==> src/rtl/osd_digit_ctrl.sv <==
// osd_digit_ctrl: converts a signed value into four BCD digits plus a sign flag
// for an on-screen digit window. The conversion runs in the background on
// shadow registers. The displayed digits change all at once, either as soon as
// the conversion finishes or at the next frame boundary.
module osd_digit_ctrl #(
  parameter int SAT_MAX = 9999,
  parameter int NBITS   = 14
) (
  input  logic        clk,
  input  logic        rst_n,
  input  logic        vsync,
  input  logic [14:0] val_in,
  input  logic        val_valid,
  output logic        val_ready,
  input  logic        upd_immediate,
  output logic        znak,
  output logic [3:0]  cifra_XXXX,
  output logic [3:0]  cifra_XXX,
  output logic [3:0]  cifra_XX,
  output logic [3:0]  cifra_X,
  output logic        busy
);

  localparam int CW = (NBITS > 1) ? $clog2(NBITS) : 1;

  localparam logic [1:0] S_IDLE = 2'd0;
  localparam logic [1:0] S_ABS  = 2'd1;
  localparam logic [1:0] S_CONV = 2'd2;
  localparam logic [1:0] S_PEND = 2'd3;

  logic [1:0]       state_q, state_d;
  logic [14:0]      val_q, val_d;
  logic             sign_q, sign_d;
  logic [NBITS-1:0] mag_q, mag_d;
  logic [15:0]      bcd_q, bcd_d;
  logic [CW-1:0]    cnt_q, cnt_d;
  logic             vs_q;
  logic             znak_q, znak_d;
  logic [15:0]      disp_q, disp_d;

  logic        frame_rise;
  logic [15:0] abs_val;
  logic [15:0] sat_val;
  logic [15:0] bcd_adj;
  logic [15:0] bcd_shift;

  // The frame boundary is the first cycle in which vsync is seen high.
  assign frame_rise = vsync & ~vs_q;

  // Magnitude of the captured value. The sign-extended 16-bit negate keeps
  // -16384 representable as +16384 before it is clamped.
  always_comb begin
    abs_val = val_q[14] ? (16'd0 - {1'b1, val_q}) : {1'b0, val_q};
    sat_val = (abs_val > 16'(SAT_MAX)) ? 16'(SAT_MAX) : abs_val;
  end

  // Double-dabble correction: every BCD nibble of 5 or more gets +3 before the shift.
  for (genvar gi = 0; gi < 4; gi++) begin : g_adj
    always_comb begin
      bcd_adj[4*gi +: 4] = (bcd_q[4*gi +: 4] >= 4'd5) ? bcd_q[4*gi +: 4] + 4'd3
                                                      : bcd_q[4*gi +: 4];
    end
  end

  // One double-dabble step: shift the next magnitude bit into the corrected BCD value.
  assign bcd_shift = {bcd_adj[14:0], mag_q[NBITS-1]};

  // Next-state logic for the control FSM, the shadow registers and the display registers.
  always_comb begin
    state_d = state_q;
    val_d   = val_q;
    sign_d  = sign_q;
    mag_d   = mag_q;
    bcd_d   = bcd_q;
    cnt_d   = cnt_q;
    znak_d  = znak_q;
    disp_d  = disp_q;
    case (state_q)
      S_IDLE: begin
        if (val_valid) begin
          val_d   = val_in;
          state_d = S_ABS;
        end
      end
      S_ABS: begin
        sign_d  = val_q[14] && (val_q != 15'd0);
        mag_d   = sat_val[NBITS-1:0];
        bcd_d   = 16'd0;
        cnt_d   = '0;
        state_d = S_CONV;
      end
      S_CONV: begin
        bcd_d = bcd_shift;
        mag_d = mag_q << 1;
        cnt_d = cnt_q + 1'b1;
        if (cnt_q == CW'(NBITS - 1)) begin
          cnt_d = '0;
          if (upd_immediate) begin
            // The final shift result goes straight to the display.
            disp_d  = bcd_shift;
            znak_d  = sign_q;
            state_d = S_IDLE;
          end else begin
            state_d = S_PEND;
          end
        end
      end
      S_PEND: begin
        if (frame_rise) begin
          disp_d  = bcd_q;
          znak_d  = sign_q;
          state_d = S_IDLE;
        end
      end
      default: state_d = S_IDLE;
    endcase
  end

  // State registers. Reset drops any value that is being converted or is pending.
  always_ff @(posedge clk or negedge rst_n) begin
    if (!rst_n) begin
      state_q <= S_IDLE;
      val_q   <= '0;
      sign_q  <= 1'b0;
      mag_q   <= '0;
      bcd_q   <= '0;
      cnt_q   <= '0;
      vs_q    <= 1'b0;
      znak_q  <= 1'b0;
      disp_q  <= '0;
    end else begin
      state_q <= state_d;
      val_q   <= val_d;
      sign_q  <= sign_d;
      mag_q   <= mag_d;
      bcd_q   <= bcd_d;
      cnt_q   <= cnt_d;
      vs_q    <= vsync;
      znak_q  <= znak_d;
      disp_q  <= disp_d;
    end
  end

  assign val_ready  = (state_q == S_IDLE);
  assign busy       = (state_q != S_IDLE);
  assign znak       = znak_q;
  assign cifra_XXXX = disp_q[15:12];
  assign cifra_XXX  = disp_q[11:8];
  assign cifra_XX   = disp_q[7:4];
  assign cifra_X    = disp_q[3:0];

endmodule

==> config.mk <==
export PLATFORM = sky130hd
export DESIGN_NAME = osd_digit_ctrl
export DESIGN_NICKNAME = d
export VERILOG_FILES = /design/src/rtl/osd_digit_ctrl.sv
export SDC_FILE = /design/constraint.sdc
export NUM_CORES = 1
export LEC_CHECK = 0
export CORE_ASPECT_RATIO = 1.25
export CORE_MARGIN = 10
export CORE_UTILIZATION = 52
export CTS_CLUSTER_DIAMETER = 40
export DETAILED_ROUTE_END_ITERATION = 8
export GPL_TIMING_DRIVEN = 1
export PLACE_DENSITY = 0.76
export SETUP_SLACK_MARGIN = 0.4
export SYNTH_ARGS = -nofsm -noshare
export SYNTH_HDL_FRONTEND = slang
export SYNTH_SLANG_ARGS = --single-unit
==> constraint.sdc <==
create_clock -name clk -period 2.24 [get_ports clk]
set_input_delay 0.448 -clock clk [delete_from_list [all_inputs] [get_ports clk]]
set_output_delay 0.448 -clock clk [all_outputs]
set_load 0.005 [all_outputs]
==> summary.md, run 1 <==
| Metric | Value |
|---|---|
| Power Internal | `about 4.7 mW` |
| Core footprint | `about 7700 um^2` |
| Combinational Power Share | `62.7%` |
| Layout cell share with drive strength beyond 1 | `just under 30%` |
| Hold_ws | `0.0251 ns` |
| DR vias | `roughly 3600` |
| RSZ-0062 raised after global routing | `true` |
| Clock transition at path regs | `about 0.070 ns` |
| Power Dens Cells | `1530 nW/um^2` |
| Slowest-stage cell, CP | `or4_4` |
| Seq/Total Area, Yosys | `42.8%` |
| Layout Nets | `542` |
| Synth Cell Area | `4100 um^2` |
| Worst-Skew Late Latency | `0.36 ns` |
| Final Setup Violations | `0` |
| Number of synthesized flops with an enable pin | `0` |
| VDD IR max | `0.00108 V` |
| Clk pwr share | `12.1%` |
| Max-slew violation count | `0` |
| Synthesized net count | `469` |
| Htree depth | `3` |
| Most frequent cells in the layout | `68 x dfrtp_1, 42 x buf_4, 40 x nand2_1, 35 x clkdlybuf4s50_1, 33 x o21ai_0` |
| Crit path max fanout | `7` |
| Max_cap viols | `0` |
| Sw Share | `43.8%` |
| Die footprint | `about 12000 um^2` |
| All-Layer GR Usage | `16.8%` |
| Min-Delay Path Class | `in2async` |
| TritonCTS clock tree | `built` |
| Distinct cells, synth | `55` |
| Antenna viol nets, final | `0` |
| DRC errors left | `0` |
| CP startpoint kind | `flip-flop` |
| Crit path DAT | `2.41 ns` |
| Ports | `39` |
| Area grow syn2layout | `32.4%` |
| Post-Syn Area per Cell | `9.44 um^2` |
| Max Clk Rate | `460 MHz` |
| Crit path largest cell delay | `0.48 ns` |
| Post-synthesis cell count | `approximately 430` |
| Worst relative slew slack | `between 70% and 80%` |
| CP endpoint kind | `flip-flop` |
| First-pass GRT wire length | `16700 um` |
| Worst Tran Pin Value | `0.441 ns` |
| Clock sinks | `70` |
| Clock Root Buffer | `clkbuf_8` |
| Initial antenna violation count | `0` |
| Critical path type | `reg2reg` |
| Final Skew | `approximately 0.012 ns` |
| Worst path required time | `2.47 ns` |
| Vias in the first global route | `between 3000 and 4000` |
| Clk buf depth | `2` |
| Ys flop type | `dfrtp_1` |
| Initial DRC count | `171` |
| Ys async rst share | `100%` |
| Die span in y | `119 um` |
| Routability cong. | `0.845` |
| Initial Utilization | `52.9%` |
| I/O Buffers | `38` |
| Min cycle time layout | `~2.2 ns` |
| CP cell instances | `buf_6, or4_4, o41ai_4, o311a_4, o31a_1, o21ai_2` |
| Avg WL per Cell | `17.7 um` |
| Outcome | `finished clean` |
| Leakage | `2.23 nW` |
| Commonest non-fill, non-tap cell in the layout | `dfrtp_1` |
| Reg2reg path depth | `6` |
| Core Rows | `36` |
| Vias per std cell | `5.98` |
| Drt pass-1 iters | `5` |
| Count of state elements after synthesis | `70` |
| Pwr Total | `8.28 mW` |
| Yosys warnings | `0` |
| Setup TNS | `0 ns` |
| Hold Fails Final Rpt | `0` |
| # diodes | `0` |
| P_sw | `3.63 mW` |
| Total wire length | `10800 um` |
| Post-DP HPWL | `6430 um` |
| TritonCTS Buffers | `9` |
| Util after Layout | `approximately 70%` |
| Reg power frac | `25.3%` |
| Fin crit share | `a little over nine tenths` |
| DIE WIDTH | `between 90 and 100 um` |
| Largest net degree at the start of global routing | `54` |
| Residual overflow from global routing | `0` |
-- kinds of logic (layout without fill, tap and decap cells) --
kind of cell	count (synthesis)	count (layout)	share of synthesized area, %
flip-flops	70	70	42.8
XOR/XNOR	12	12	2.57
AO/OA/AOI/OAI	109	110	17.6
buffers and inverters	55	132	5.65
AND/OR/NAND/NOR	134	134	16.5
adder cells (fa/ha/maj)	15	15	4.58
multiplexers	39	39	10.3
-- synth_stat cells, types with 2 or more instances --
cell type | instances | area [um^2]
o31ai_1 | 7 | 52.6
and3_1 | 2 | 12.5
nor4_1 | 3 | 18.8
mux2i_1 | 13 | 130
nor4_2 | 2 | 25.0
buf_1 | 5 | 18.8
xor2_1 | 6 | 52.6
buf_6 | 3 | 33.8
nand3b_1 | 8 | 60.1
a211oi_1 | 2 | 15.0
buf_2 | 2 | 10.0
nor2b_1 | 5 | 31.3
mux2_2 | 26 | 293
a21o_1 | 3 | 22.5
o21a_1 | 3 | 22.5
or3_1 | 3 | 18.8
o31a_1 | 2 | 17.5
o21ai_0 | 34 | 170
a31oi_1 | 10 | 62.6
a21oi_1 | 18 | 90.1
dfrtp_1 | 70 | 1750
a211o_1 | 2 | 17.5
nand4_1 | 5 | 31.3
or4_1 | 2 | 15.0
inv_1 | 27 | 101
o221ai_2 | 3 | 45.0
nor2_1 | 28 | 105
o22ai_1 | 8 | 50.1
nand2b_1 | 8 | 50.1
o211ai_1 | 3 | 22.5
nor3_1 | 7 | 35.0
clkbuf_1 | 18 | 67.6
or2_2 | 2 | 12.5
ha_1 | 15 | 188
xnor2_1 | 6 | 52.6
nand2_1 | 40 | 150
nand3_1 | 15 | 75.1
-- sequential cells by signal, indices dropped and copies added, names as in the netlist --
name and cells:
val_q 15, mag_q 14, bcd_q 16, cnt_q 4, znak 1, sign_q 1
disp_q 16, vs_q 1, state_q 2
-- final cells by class --
| class | count | area (um^2) |
|---|---|---|
| Multi-Input combinational cell | 310 | 2420 |
| Inverter | 27 | 101 |
| Fill cell | 556 | 2330 |
| Sequential cell | 70 | 1750 |
| Clock buffer | 11 | 131 |
| Timing Repair Buffer | 89 | 843 |
| Tap cell | 95 | 119 |
| Clock inverter | 5 | 50.0 |
-- critical path: cells and delay by family, from the launching register on --
family | cells | cell delay, ns
flip-flops | 1 | 0.42
AO/OA/AOI/OAI | 4 | 1.00
AND/OR/NAND/NOR | 1 | 0.48
buffers and inverters | 1 | 0.15
-- metal layers --
layer | vias to the layer above | routed length, um | part of all wire [%] | global-route usage, %
li1 | 1702 | - | - | -
met1 | 1738 | 4170 | 39 | 19.6
met2 | 151 | 5650 | 52 | 28.3
met3 | 39 | 629 | 5.8 | 4.22
met4 | 0 | 320 | 3.0 | 7.36
met5 | - | 0 | 0 | 0
-- power by group through the flow --
stage                     Sequential, mW  Clock [mW]  Combinational (mW)
after floorplan                     2.06           0                2.84
after global placement              2.08           0                3.84
after detailed placement            2.11           0                3.97
after CTS                           2.07        1.01                4.45
after global routing                2.14        1.08                5.62
final                               2.09       0.999                5.19
-- per-stage QoR --
step | instance area (um^2) | setup slack (ns) | instances
floorplan | 4160 | 0.232 | 434
global placement | 4700 | 0.101 | 562
detailed placement | 4700 | 0.0128 | 562
CTS | 5120 | 0.0991 | 593
global route | 5420 | -0.0344 | 607
finish | 5420 | 0.0653 | 607
-- timing repair --
item / 4_1_cts / 5_1_grt
gates resized for setup: 28 / 30
setup buffers: 15 / 11
hold buffers: 0 / 0
pin swaps: 9 / 14
gates cloned: 0 / 3
setup endpoints to repair: 22 / 23
endpoints found under the hold margin: 0 / 0
-- path summary, 6_finish.rpt --
| kind | endpoint | start | slack (ns) |
|---|---|---|---|
| max in group asynchronous | val_q[2]$_DFFE_PN0P_ | rst_n | 1.57 |
| hold reg to reg | disp_q[2]$_DFFE_PN0P_ | disp_q[2]$_DFFE_PN0P_ | 0.50 |
| hold / removal | disp_q[7]$_DFFE_PN0P_ | rst_n | 0.03 |
| setup reg to reg | mag_q[4]$_DFFE_PN0P_ | val_q[0]$_DFFE_PN0P_ | 0.07 |
| setup / recovery | mag_q[4]$_DFFE_PN0P_ | val_q[0]$_DFFE_PN0P_ | 0.07 |
| min in group clk | disp_q[2]$_DFFE_PN0P_ | disp_q[2]$_DFFE_PN0P_ | 0.50 |
Note: power is estimated with default switching activity, not from simulation.
==> inputs of run 2 (changes only) <==
--- a/config.mk
+++ b/config.mk
@@ -12,6 +12,7 @@
 export DETAILED_ROUTE_END_ITERATION = 8
 export GPL_TIMING_DRIVEN = 1
 export PLACE_DENSITY = 0.76
+export REMOVE_ABC_BUFFERS = 1
 export SETUP_SLACK_MARGIN = 0.4
 export SYNTH_ARGS = -nofsm -noshare
 export SYNTH_HDL_FRONTEND = slang
==> run 2 against run 1 <==
Register-to-register slack hardly changed. Utilization down 1.3 points. Sequential share of layout area grew 0.61 points. Worst setup slack lost 0.0048 ns. Design area down 1.8%. Global-route usage decreased by 0.73 points. Count of clock-buffer cells in the layout down 1. Clock power is 7.4% lower. Power shrank 4.4%. Routed wire length decreased by 8.8%. Clock skew decreased by 0.0041 ns.
==> summary.md, run 2 (synthesis gave the netlist of run 1 again) <==
| Metric | Value |
|---|---|
| Outcome | `finished clean` |
| Total wire length | `9820 um` |
| Worst Tran Pin Value | `0.538 ns` |
| CP endpoint kind | `flip-flop` |
| Max-slew violation count | `0` |
| Pwr Total | `7.92 mW` |
| Drt pass-1 iters | `4` |
| DIE WIDTH | `99.4 um` |
| Core Rows | `36` |
| Final Skew | `0.00758 ns` |
| TritonCTS Buffers | `9` |
| Post-DP Area | `4740 um^2` |
| Setup WS post-layout | `0.0605 ns` |
| VDD IR max | `0.000873 V` |
| Worst-Skew Late Latency | `0.35 ns` |
| # diodes | `0` |
| Min cycle time layout | `2.18 ns` |
| Htree depth | `3` |
| Post-DP HPWL | `between 6000 and 7000 um` |
| Crit path max fanout | `8` |
| Fin cells | `slightly above 600` |
| Vias in the first global route | `3509` |
| Layout Nets | `543` |
| Worst path required time | `2.48 ns` |
| Post-CTS Hold Buffers | `0` |
| Placed cells | `~570` |
| Power Dens Cells | `about 1500 nW/um^2` |
| Leakage | `2.20 nW` |
| RSZ-0062 raised after global routing | `true` |
| Worst relative slew slack | `64.1%` |
| CP startpoint kind | `flip-flop` |
| DRC errors left | `0` |
| Residual overflow from global routing | `0` |
| Layout cell share with drive strength beyond 1 | `27.3%` |
| Area grow syn2layout | `29.9%` |
| Vias per std cell | `5.81` |
| Die footprint | `11800 um^2` |
| Largest net degree at the start of global routing | `34` |
| TritonCTS clock tree | `built` |
| Initial Utilization | `52.9%` |
| Fin crit share | `97.3%` |
| First-pass GRT wire length | `16100 um` |
| Antenna viol nets, final | `0` |
| Post-route cell area | `5320 um^2` |
| Ports | `39` |
| Max Clk Rate | `~460 MHz` |
| Clock sinks | `70` |
| Initial DRC count | `210` |
| Hold Fails Final Rpt | `0` |
| Clock Root Buffer | `clkbuf_8` |
| All-Layer GR Usage | `16.1%` |
| Max_cap viols | `0` |
| Routability cong. | `0.869` |
| Clock transition at path regs | `0.08 ns` |
| DP Worst Slack | `-0.0277 ns` |
| Final Setup Violations | `0` |
| Largest regs | `bcd_q x16, disp_q x16, val_q x15` |
| Min-Delay Path Class | `in2async` |
| DR vias | `roughly 3500` |
| Die span in y | `between 100 and 150 um` |
| Core footprint | `7750 um^2` |
| Avg WL per Cell | `~16 um` |
| I/O Buffers | `38` |
| Hold_ws | `0.0679 ns` |
| Util after Layout | `between 60% and 70%` |
| Setup TNS | `0 ns` |
| Clk buf depth | `2` |
| Initial antenna violation count | `0` |
| Commonest non-fill, non-tap cell in the layout | `dfrtp_1` |
| Most frequent cells in the layout | `68 x dfrtp_1, 43 x buf_4, 40 x nand2_1, 35 x clkdlybuf4s50_1, 32 x o21ai_0` |
| Crit path DAT | `around 2.4 ns` |
| Critical path type | `reg2reg` |
-- run 2: power by group --
part	total [mW]	internal, mW	switching (mW)
clock	0.925	0.425	0.499
combinational	4.87	2.42	2.45
sequential	2.12	1.74	0.385
-- run 2: worst paths after layout --
kind	slack, ns	startpoint	cells past startpoint	to
worst min register to register	0.50	disp_q[1]$_DFFE_PN0P_	1	disp_q[1]$_DFFE_PN0P_
min in group clk	0.50	disp_q[1]$_DFFE_PN0P_	1	disp_q[1]$_DFFE_PN0P_
worst max-delay path	0.06	val_q[6]$_DFFE_PN0P_	5	mag_q[5]$_DFFE_PN0P_
max in group asynchronous	1.53	rst_n	2	mag_q[7]$_DFFE_PN0P_
worst min-delay path	0.07	rst_n	1	bcd_q[5]$_DFFE_PN0P_
worst max register to register	0.06	val_q[6]$_DFFE_PN0P_	5	mag_q[5]$_DFFE_PN0P_
-- run 2: layout make-up --
class / count / area (um^2)
multi-input combinational: 309 / 2290
clock inverter: 6 / 37.5
inverter: 27 / 101
sequential: 70 / 1750
fill: 578 / 2430
tap: 95 / 119
clock buffer: 10 / 138
timing repair buffer: 91 / 880
-- run 2: worst max-delay path, cell delays in order (launching register included) --
cell,delay [ns]
dfrtp_1,0.42
or4_4,0.64
nor4_1,0.36
nor3_1,0.13
a211o_1,0.34
a21o_1,0.19
-- run 2: timing repair --
| item | in CTS | in global routing |
|---|---|---|
| setup endpoints to repair | 26 | 25 |
| gates cloned | 0 | 2 |
| gates resized for setup | 35 | 16 |
| setup buffers | 12 | 9 |
| pin swaps | 11 | 12 |
-- run 2: per-layer routing --
layer	vias up	share of wire, %	global-route usage [%]
met2	90	52	28.6
met3	15	4.0	3.59
met1	1728	42	18.0
li1	1697	-	-
met4	0	1.7	6.37
met5	-	0	0
==> inputs of run 3 (changes only) <==
--- a/config.mk
+++ b/config.mk
@@ -6,7 +6,7 @@
 export NUM_CORES = 1
 export LEC_CHECK = 0
 export CORE_ASPECT_RATIO = 1.25
-export CORE_MARGIN = 10
+export CORE_MARGIN = 1.5
 export CORE_UTILIZATION = 52
 export CTS_CLUSTER_DIAMETER = 40
 export DETAILED_ROUTE_END_ITERATION = 8
==> run 3 against run 2 <==
Count of clock-buffer cells in the layout down 1. Die area down 29%. Global-route usage up 8.8 points. Combinational power up 4.7%. Sequential share of layout area down 0.93 points. Non-clock buffer count up 5. Hold slack better by 0.42 ns. Sequential power up 2%. Routed wire length up 3.5%.
==> summary.md, run 3 (synthesis gave the netlist of run 1 again) <==
| Metric | Value |
|---|---|
| Min cycle time layout | `2.22 ns` |
| Setup WS post-layout | `approximately 0.023 ns` |
| Core Rows | `36` |
| Max-slew violation count | `0` |
| Clk buf depth | `2` |
| TritonCTS clock tree | `built` |
| Layout cell share with drive strength beyond 1 | `30.7%` |
| Clock Root Buffer | `clkbuf_8` |
| Worst R2R End | `mag_q[7]$_DFFE_PN0P_` |
| TritonCTS Buffers | `9` |
| Total wire length | `between 10000 and 15000 um` |
| Min-Delay Path Depth | `1` |
| Commonest non-fill, non-tap cell in the layout | `dfrtp_1` |
| Hold Path Sink | `disp_q[1]$_DFFE_PN0P_` |
| Worst relative slew slack | `63.2%` |
| Slowest-stage cell, CP | `or4_4` |
| Largest net degree at the start of global routing | `32` |
| Vias in the first global route | `3454` |
| Critical path type | `reg2reg` |
| Die footprint | `around 8400 um^2` |
| Most frequent cells in the layout | `65 x dfrtp_1, 45 x buf_4, 40 x nand2_1, 35 x clkdlybuf4s50_1, 32 x o21ai_0` |
| Max Clk Rate | `451 MHz` |
| CP cell instances | `buf_6, or4_4, o31ai_4, xor2_2, a211o_1, a21o_1` |
| Reg2reg path depth | `6` |
| Hold_ws | `0.489 ns` |
| DIE WIDTH | `82.4 um` |
| Die span in y | `102 um` |
| Routability cong. | `1.02` |
| Layout Nets | `548` |
| All-Layer GR Usage | `24.9%` |
| CP startpoint kind | `flip-flop` |
| Power Dens Cells | `roughly 1500 nW/um^2` |
| Hold Fails Final Rpt | `0` |
| HP Start | `disp_q[1]$_DFFE_PN0P_` |
| Final Skew | `0.0113 ns` |
| Worst-Skew Late Latency | `0.35 ns` |
| Clock sinks | `70` |
| Initial Utilization | `53.2%` |
| VDD IR max | `approximately 0.001 V` |
| Antenna viol nets, final | `0` |
| Leakage | `2.26 nW` |
| Crit path largest cell delay | `0.61 ns` |
| Outcome | `finished clean` |
| DRC errors left | `0` |
| Vias per std cell | `5.79` |
| Htree depth | `3` |
| RSZ-0062 raised after global routing | `true` |
| Util after Layout | `71.2%` |
| DP Worst Slack | `-0.0280 ns` |
| Drt pass-1 iters | `4` |
| Ports | `39` |
| Crit path DAT | `2.46 ns` |
| Pwr Total | `between 8 and 9 mW` |
| DR vias | `around 3600` |
| First-pass GRT wire length | `16100 um` |
| Fin crit share | `between 90% and 100%` |
| R2r startpoint | `val_q[0]$_DFFE_PN0P_` |
| Initial antenna violation count | `0` |
| Residual overflow from global routing | `0` |
| Largest regs | `bcd_q x16, disp_q x16, val_q x15` |
| Min-Delay Path Class | `reg2reg` |
| I/O Buffers | `38` |
| Crit path max fanout | `6` |
| Clock transition at path regs | `0.08 ns` |
| Initial DRC count | `177` |
| Max_cap viols | `0` |
| Flop-to-flop setup slack | `0.02 ns` |
| Avg WL per Cell | `16.6 um` |
| # diodes | `0` |
| Core footprint | `7700 um^2` |
| Final Setup Violations | `0` |
| Worst path required time | `2.48 ns` |
| CP endpoint kind | `flip-flop` |
| Post-DP HPWL | `about 6200 um` |
| Area grow syn2layout | `34.0%` |
| Worst Tran Pin Value | `0.551 ns` |
## run 3: how the worst max path moves through the flow
stage | start | endpoint
2_1_floorplan | state_q[0]$_DFFE_PN0P_ | disp_q[12]$_DFFE_PN0P_
3_3_place_gp | val_q[1]$_DFFE_PN0P_ | mag_q[0]$_DFFE_PN0P_
3_5_place_dp | val_q[1]$_DFFE_PN0P_ | mag_q[0]$_DFFE_PN0P_
4_1_cts | val_q[0]$_DFFE_PN0P_ | mag_q[6]$_DFFE_PN0P_
5_1_grt | val_q[0]$_DFFE_PN0P_ | mag_q[10]$_DFFE_PN0P_
6_report | val_q[0]$_DFFE_PN0P_ | mag_q[7]$_DFFE_PN0P_
## run 3: cell type report
class                      instances  area [um^2]
multi-input combinational        309         2370
fill                             508         2210
sequential                        70         1760
timing repair buffer              96          915
clock buffer                       9          124
tap                               95          119
inverter                          27          106
clock inverter                     7         97.6
## run 3: where the power goes
group | total [mW] | internal, mW | switching [mW]
sequential | 2.16 | 1.74 | 0.414
combinational | 5.10 | 2.50 | 2.60
clock | 1.16 | 0.631 | 0.529
total | 8.42 | 4.88 | 3.54
## run 3: what timing repair did
item / CTS / global route
cloned: 1 / 0
hold buffers: 0 / 1
setup buffers: 27 / 3
setup endpoints to repair: 25 / 31
pin swaps: 13 / 14
hold endpoints to repair: 0 / 5
resized for setup: 34 / 46
## run 3: worst max-delay path: cells and delay by family (launching register included)
family,cells,cell delay (ns)
AO/OA/AOI/OAI,3,0.82
XOR/XNOR,1,0.15
buffers and inverters,1,0.13
flip-flops,1,0.40
AND/OR/NAND/NOR,1,0.61
## run 3: per-stage QoR
step	setup TNS [ns]	area, um^2	cells
after detailed placement	-0.0280	4690	565
after CTS	0	5310	609
final	0	5490	613
after global routing	-0.0736	5490	613
after global placement	0	4690	565
after floorplan	-12.11	3970	406
## run 3: routing by layer
metal	global-route usage [%]	up-vias	part of all wire [%]
met3	3.66	28	3.4
li1	-	1703	-
met1	28.8	1722	39
met5	0	-	0
met4	13.2	0	3.3
met2	43.5	99	54
